`src/rtl/pipe_pkg.sv`:
```
// Shared pipeline-register types and control-vector bit positions
// (the bit positions are shared with main_decoder).
package pipe_pkg;

  localparam int STALL_CNT_W = 32;
  localparam int PIPE_DATA_W = 128;
  localparam int PIPE_CTRL_W = 48;

  localparam int CTRL_REG_WEN    = 0;
  localparam int CTRL_MEM_REN    = 1;
  localparam int CTRL_MEM_WEN    = 2;
  localparam int CTRL_RI         = 3;
  localparam int CTRL_BREAK      = 4;
  localparam int CTRL_SYSCALL    = 5;
  localparam int CTRL_ERET       = 6;
  localparam int CTRL_TLB_REFILL = 7;
  localparam int CTRL_TLB_INVAL  = 8;
  localparam int CTRL_TLB_MOD    = 9;

  typedef struct packed {
    logic [PIPE_DATA_W-1:0] data;
    logic [PIPE_CTRL_W-1:0] ctrl;
  } pipe_entry_t;

endpackage

```
`src/rtl/pipe_skid_buf.sv`:
```
// Single-entry skid holding register with valid bit; clear beats load beats drain.
module pipe_skid_buf #(
  parameter int W = 8
) (
  input  logic         clk,
  input  logic         rst,
  input  logic         i_load,
  input  logic         i_drain,
  input  logic         i_clear,
  input  logic [W-1:0] i_d,
  output logic         o_valid,
  output logic [W-1:0] o_d
);

  logic         r_valid;
  logic [W-1:0] r_d;

  always_ff @(posedge clk or posedge rst) begin
    if (rst) begin
      r_valid <= 1'b0;
      r_d     <= '0;
    end else if (i_clear) begin
      r_valid <= 1'b0;
    end else if (i_load) begin
      r_valid <= 1'b1;
      r_d     <= i_d;
    end else if (i_drain) begin
      r_valid <= 1'b0;
    end
  end

  assign o_valid = r_valid;
  assign o_d     = r_d;

endmodule

```
`src/rtl/pipe_stage_reg.sv`:
```
// Elastic pipeline stage register with stall/flush and back-pressure counter.
// Define PIPE_SKID_EN for a one-entry skid buffer and a registered in_ready.
module pipe_stage_reg
  import pipe_pkg::*;
#(
  parameter int DATA_W     = PIPE_DATA_W,
  parameter int CTRL_W     = PIPE_CTRL_W,
  parameter bit CLEAR_DATA = 1'b0,
  parameter int CNT_W      = STALL_CNT_W
) (
  input  logic              clk,
  input  logic              rst,
  input  logic              in_valid,
  output logic              in_ready,
  input  logic [DATA_W-1:0] in_data,
  input  logic [CTRL_W-1:0] in_ctrl,
  output logic              out_valid,
  input  logic              out_ready,
  output logic [DATA_W-1:0] out_data,
  output logic [CTRL_W-1:0] out_ctrl,
  input  logic              stall,
  input  logic              flush,
  output logic [CNT_W-1:0]  stall_cnt
);

  localparam int EW = DATA_W + CTRL_W;

  typedef struct packed {
    logic [DATA_W-1:0] data;
    logic [CTRL_W-1:0] ctrl;
  } entry_t;

  entry_t           w_in, w_skid, r_main;
  logic             r_out_valid;
  logic [CNT_W-1:0] r_cnt;
  logic             w_acc, w_fire, w_ld, w_skid_vld, w_cnt_inc;

  assign w_in   = '{data: in_data, ctrl: in_ctrl};
  assign w_fire = r_out_valid & out_ready & ~stall;
  assign w_ld   = ~r_out_valid | w_fire;
  assign w_acc  = in_valid & in_ready;

`ifdef PIPE_SKID_EN
  // Skid only catches an accepted entry the main register cannot take this edge.
  pipe_skid_buf #(.W(EW)) u_skid (
    .clk     (clk),
    .rst     (rst),
    .i_load  (w_acc & ~w_ld & ~flush),
    .i_drain (w_fire),
    .i_clear (flush),
    .i_d     (w_in),
    .o_valid (w_skid_vld),
    .o_d     (w_skid)
  );
  assign in_ready = ~w_skid_vld;
`else
  assign w_skid_vld = 1'b0;
  assign w_skid     = '0;
  assign in_ready   = w_ld;
`endif

  always_ff @(posedge clk or posedge rst) begin
    if (rst) begin
      r_out_valid <= 1'b0;
      r_main      <= '0;
    end else if (flush) begin
      r_out_valid <= 1'b0;
      r_main.ctrl <= '0;
      if (CLEAR_DATA) r_main.data <= '0;
    end else if (w_ld) begin
      // Skid holds the older entry, so it always goes first.
      if (w_skid_vld) begin
        r_out_valid <= 1'b1;
        r_main      <= w_skid;
      end else if (w_acc) begin
        r_out_valid <= 1'b1;
        r_main      <= w_in;
      end else begin
        r_out_valid <= 1'b0;
      end
    end
  end

  assign w_cnt_inc = r_out_valid & ~w_fire & ~flush;

  always_ff @(posedge clk or posedge rst) begin
    if (rst)                        r_cnt <= '0;
    else if (w_cnt_inc && ~&r_cnt)  r_cnt <= r_cnt + CNT_W'(1);
  end

  assign out_valid = r_out_valid;
  assign out_data  = r_main.data;
  assign out_ctrl  = r_main.ctrl;
  assign stall_cnt = r_cnt;

endmodule

```
`config.mk`:
```
export PLATFORM = sky130hd
export DESIGN_NAME = pipe_stage_reg
export DESIGN_NICKNAME = d
export VERILOG_FILES = /design/src/rtl/pipe_pkg.sv /design/src/rtl/pipe_skid_buf.sv /design/src/rtl/pipe_stage_reg.sv
export SDC_FILE = /design/constraint.sdc
export NUM_CORES = 1
export LEC_CHECK = 0
export ABC_AREA = 1
export ABC_CLOCK_PERIOD_IN_PS = 8000
export CORE_MARGIN = 4
export CORE_UTILIZATION = 35
export DETAILED_ROUTE_END_ITERATION = 8
export PLACE_DENSITY = 0.75
export SLEW_MARGIN = 20
export SYNTH_ARGS = -nofsm -noshare
export SYNTH_HDL_FRONTEND = slang
export SYNTH_HIERARCHICAL = 1
export SYNTH_SLANG_ARGS = --single-unit
```
`constraint.sdc`:
```
create_clock -name clk -period 8 [get_ports clk]
set_clock_uncertainty 0.15 [all_clocks]
set_input_delay 0.8 -clock clk [delete_from_list [all_inputs] [get_ports clk]]
set_output_delay 0.8 -clock clk [all_outputs]
set_load 0.02 [all_outputs]
```
==> run metrics, run 1 <==
status complete, no violations; P_sw 0.933 mW; Max IR drop VDD 0.139 mV; crit path kind in2reg; Power Dens Cells ~230 nW/um2; die area ~28000 um2; GR Layer Usage met1 23.6%; Synth top area share 59.2%; CP peak stage delay ~0.68 ns; post-cts sizing count 0; CP arrival 3.82 ns; Placed Area between 10000 and 15000 um2; syn_nets around 1300; fin util ~56%; Slew @ Worst Pin 0.977 ns; Slew headroom 34.8%; area leader, netlist dfrtp_1; area grow syn2layout 56.4%; initial antenna violation count 2; clk_lat worst skew slightly above 0.5 ns; syn avg cell area 8.14 um2; post-synthesis compound-gate area fraction 0.340%; Leak Pwr between 6 and 7 nW; crit path buf inv count 5; mux share of post-synthesis cell area 0%; hold_ws 0.324 ns; io pins 392; met2 Track Usage GR approximately 34%; Post-Route Setup TNS 0 ns; ANT nets after route 0; # port buffers 391; Die X-Extent 167 um; 1st-iter DRT viols 547; Flop pwr share between 40% and 50%; post-DR wirelength/cell 15.7 um; number of flops mapped to enable cells by yosys 0; Int Pwr ~2.3 mW; post-CTS setup buffer count 0; CTS Hold Bufs 0; Synth Area in Simple Gates a little over a third; Pins Over Slew Limit 0; Die Height 167 um; Seq/Total Area, Yosys 59.2%; total grt overflow 0; Final period util 44.1%; CTS Root Cell clkbuf_16; synthesized area 8840 um2; Synth Area in XOR/XNOR 1.19%; logic gate share of total power ~25%; Setup crit start kind primary input; Final nets 1647; GP Congestion approximately 0.89; Post-synth top cells nand2_1 (640), dfrtp_1 (209), nand3_1 (70); Synth Instances 1086; most common cell in the synthesized netlist nand2_1; Critical Path End Type flip-flop; RSZ-0062 raised after global routing false; post-layout min period about 3.5 ns; Vias/cell approximately 4.6; Largest delay share family, worst path buffers and inverters; clock transition at the registers of the reported paths 0.05 ns; starting density of the core 35.9%; Fillers 2221; share of post-route cells with drive strength above 1 under 10%; Min-Delay Path Class reg2reg; vias 8372; endpoints failing setup 0; CP max FO 82; Max-cap violations 0; H-Tree Depth 1; Final Cell Area approximately 14000 um2; Switching Fraction about 30%; number of global-route vias before repair approximately 8400; grt peak-use layer met2; Detailed Route WL about 28000 um; CP cell instances clkdlybuf4s50_1 -> inv_1 -> buf_4 -> nand3_4 -> inv_4 -> buf_4 -> nand2_1 -> nand2_1; largest cells by area after synthesis dfrtp_1 (59%), nand2_1 (27%), nand3_1 (4.0%); Core ar. 24600 um2; met3 Usage GRT 6.33%; #FFs+latches synth 209; clock buffers created by TritonCTS 26; Post-synth top flop dfrtp_1; Longest Clk Path Bufs 3; clock share of power 35.2%; post-detail-place hpwl 20100 um; largest net degree at the start of global routing 143; Yosys Warn Count 6; post-synthesis cell type count 25; remaining routing DRC violations 0; CP required 8.29 ns; Crit-path slowest cell buf_4; global-route wire length before repair 45000 um; CTS tree done; num rows 57; Total GRT Usage 19.5%; Post-Synth Adder-Cell Area 0.142%; final hold violation count 0; largest family of logic cells by synthesized area simple AND/OR/NAND/NOR gates; drt pass-1 iters 5; clk sink count 209; fmax 0.283 GHz; Synth async-reset ratio 100%
## cell type report
type                    instances  area [um2]  area share, %
flip-flops and latches        209        5230           37.8
well taps                     324         405           2.93
clock inverters                 5        50.0          0.362
diodes                          2        5.00         0.0362
inverters                      26         110          0.796
multi-input cells             804        3300           23.9
repair buffers                397        3960           28.6
clock buffers                  39         771           5.57
## cells in the final DEF (no fill, tap or decap), types with 4 or more instances in the layout
master             n
nand3_1           69
nor2_1            50
nand2_1          640
inv_1             22
clkbuf_16         27
clkdlybuf4s50_1  391
clkbuf_8           5
xor2_1             4
buf_4              6
dfrtp_1          209
clkbuf_1           7
xnor2_1            8
nor2_2             5
nand4_1            6
clkinv_2           4
nand3b_1           5
## flip-flops by register name, summed over array words and instances (netlist names)
signal and cells:
out_valid 1, out_ctrl 48, out_data 128, stall_cnt 32
## worst paths after layout
kind | slack [ns] | cells past startpoint | endpoint | startpoint
worst max-delay path | 4.47 | 8 | out_ctrl[12] | flush
worst min-delay path | 0.32 | 2 | out_data[51] | out_data[51]
worst max register to register | 5.11 | 6 | out_ctrl[12] | out_valid
worst min register to register | 0.32 | 2 | out_data[51] | out_data[51]
max in group asynchronous | 5.41 | 3 | out_ctrl[37] | rst
min in group asynchronous | 0.78 | 2 | out_data[127] | rst
## per-stage QoR
stage | std cells | setup slack, ns | total power, mW
6_report | 1806 | 4.47 | 3.19
5_1_grt | 1806 | 4.14 | 3.35
4_1_cts | 1804 | 4.50 | 3.24
3_5_place_dp | 1760 | 3.95 | 2.09
3_3_place_gp | 1760 | 3.99 | 2.08
2_1_floorplan | 1086 | 1.34 | 1.64
## per-layer routing
layer	part of all wire [%]	up-vias
li1	-	4084
met1	39	3901
met2	49	329
met3	8.8	58
met4	3.2	0
met5	0	-
## logic make-up (layout without fill, tap and decap cells)
kind of cell,after synthesis,in the layout
AO/OA/AOI/OAI,5,5
XOR/XNOR,12,12
adder cells (fa/ha/maj),1,1
buffers and inverters,73,467
flip-flops,209,209
other,0,2
AND/OR/NAND/NOR,786,786
## worst register-to-register path: stages, from the launching register on
cell and delay, ns:
dfrtp_1 0.41, nand2_1 0.22, nand3_4 0.52, inv_4 0.52, buf_4 0.69, nand2_1 0.23
nand2_1 0.09
## power by group through the flow
stage	clock network (mW)	registers, mW	logic [mW]
after floorplan	0	1.46	0.183
after global placement	0	1.29	0.784
after detailed placement	0	1.30	0.791
after CTS	1.16	1.28	0.795
after global routing	1.21	1.30	0.841
final	1.12	1.28	0.785
Power figures use the tool's default switching activity.
==> run 2, diff against run 1 <==
--- a/config.mk
+++ b/config.mk
@@ -6,7 +6,7 @@
 export NUM_CORES = 1
 export LEC_CHECK = 0
 export ABC_AREA = 1
-export ABC_CLOCK_PERIOD_IN_PS = 8000
+export ABC_CLOCK_PERIOD_IN_PS = 3350
 export CORE_MARGIN = 4
 export CORE_UTILIZATION = 35
 export DETAILED_ROUTE_END_ITERATION = 8
==> constraint.sdc (replaced) <==
create_clock -name clk -period 3.35 [get_ports clk]
set_clock_uncertainty 0.15 [all_clocks]
set_input_delay 0.335 -clock clk [delete_from_list [all_inputs] [get_ports clk]]
set_output_delay 0.335 -clock clk [all_outputs]
set_load 0.02 [all_outputs]
==> run metrics, run 2 (synthesis results as in run 1) <==
commonest cells after routing, fill and taps aside nand2_1 (640), clkdlybuf4s50_1 (391), dfrtp_1 (209), nand3_1 (69), nor2_1 (50); reg2reg end stall_cnt[3]; Power Dens Cells 572 nW/um2; crit path kind reg2out; num rows between 50 and 60; share of post-route cells with drive strength above 1 4.78%; Slew @ Worst Pin between 0.6 and 0.7 ns; Die Height 167 um; vias 8501; CTS Root Cell clkbuf_16; CP required 2.86 ns; CP max FO 4; CTS tree done; Core ar. 24600 um2; Pins Over Slew Limit 0; post-detail-place hpwl 21000 um; total grt overflow 0; largest net degree at the start of global routing 130; setup slack, reg-to-reg 1.22 ns; starting density of the core 35.9%; final hold violation count 0; fin util 57.2%; 1st-iter DRT viols about 560; Final nets 1649; clock buffers created by TritonCTS 24; status complete, no violations; Reg2Reg Depth 10; Placed Area 13100 um2; # port buffers 391; RSZ-0062 raised after global routing false; fmax between 0.4 and 0.5 GHz; GP Congestion 0.885; remaining routing DRC violations 0; Longest Clk Path Bufs 3; Detailed Route WL between 20000 and 30000 um; Max-cap violations 0; post-layout min period 2.27 ns; Final period util roughly two thirds; Final Cell Area 14100 um2; max FFs per register 128; Vias/cell approximately 4.7; initial antenna violation count 0; Total GRT Usage 20.2%; global-route wire length before repair approximately 46000 um; drt pass-1 iters 5; io pins 392; Max IR drop VDD about 0.45 mV; post-cts sizing count 0; diode count 0; area grow syn2layout 59.1%; clk_lat worst skew 0.51 ns; die area 27900 um2; CTS Hold Bufs 0; Critical Path End Type output port; number of global-route vias before repair 8534; H-Tree Depth 1; ANT nets after route 0; Post-Route Setup TNS 0 ns; most common cell after layout, fill and taps aside nand2_1; clk sink count about 210; Slew headroom 57.1%; Die X-Extent 167 um; Setup crit start kind flip-flop; CP arrival 1.78 ns; Min-Delay Path Class in2async; Leak Pwr 6.71 nW; clock transition at the registers of the reported paths 0.06 ns; post-CTS setup buffer count 0; Worst R2R Start stall_cnt[0]; post-DR wirelength/cell about 16 um; endpoints failing setup 0
## run 2: cell count changes in the layout (fill, tap and decap cells not counted)
cell        delta
buf_4          -3
clkinvlp_4     +3
clkinv_4       +1
clkinv_8       +1
clkbuf_1       -7
diode_2        -2
clkbuf_8       -1
bufinv_16      +6
inv_8          -1
clkbuf_16      -2
buf_12         +7
## run 2: power by group
| part | switching, mW | internal, mW | leakage, nW |
|---|---|---|---|
| registers | 0.216 | 2.85 | 2.69 |
| clock network | 1.09 | 1.99 | 0.463 |
| logic | 0.994 | 0.911 | 3.56 |
| total | 2.30 | 5.75 | 6.71 |
## run 2: area by class of cell
| cell class | count | area [um2] |
|---|---|---|
| fill | 2116 | 10500 |
| sequential | 209 | 5230 |
| timing repair buffer | 401 | 4080 |
| multi-input combinational | 804 | 3300 |
| clock buffer | 29 | 681 |
| tap | 324 | 405 |
| clock inverter | 15 | 270 |
| inverter | 26 | 106 |
## run 2: worst max-delay path, stage by stage (launching register included)
cell,delay [ns]
dfrtp_1,0.42
nand2_1,0.19
clkdlybuf4s50_1,0.66
## run 2: worst max path at each step
stage,from,end,slack [ns],cells past startpoint
3_3_place_gp,flush,out_data[12],1.12,7
4_1_cts,out_valid,in_ready,1.04,2
2_1_floorplan,rst,out_ctrl[0],0.15,1
6_report,out_valid,in_ready,1.08,2
5_1_grt,out_valid,in_ready,1.0,2
3_5_place_dp,flush,stall_cnt[20],1.09,8
## run 2: per-layer routing
metal  part of all wire (%)  vias up  GRT usage (%)
met1                     39     4015           23.9
met2                     49      332           34.8
li1                       -     4088              -
met3                    8.1       66           5.64
met4                    3.8        0           7.68
met5                      0        -              0
## run 2: stage by stage
step                      worst slack [ns]  hold WS, ns  power, mW  instances
final                                 1.08        0.115       8.05       1808
after global routing                 0.999        0.158       8.41       1808
after CTS                             1.04        0.113       8.15       1808
after detailed placement              1.09        0.314       5.02       1764
after global placement                1.12        0.311       4.98       1764
after floorplan                      0.151        0.295       3.93       1086
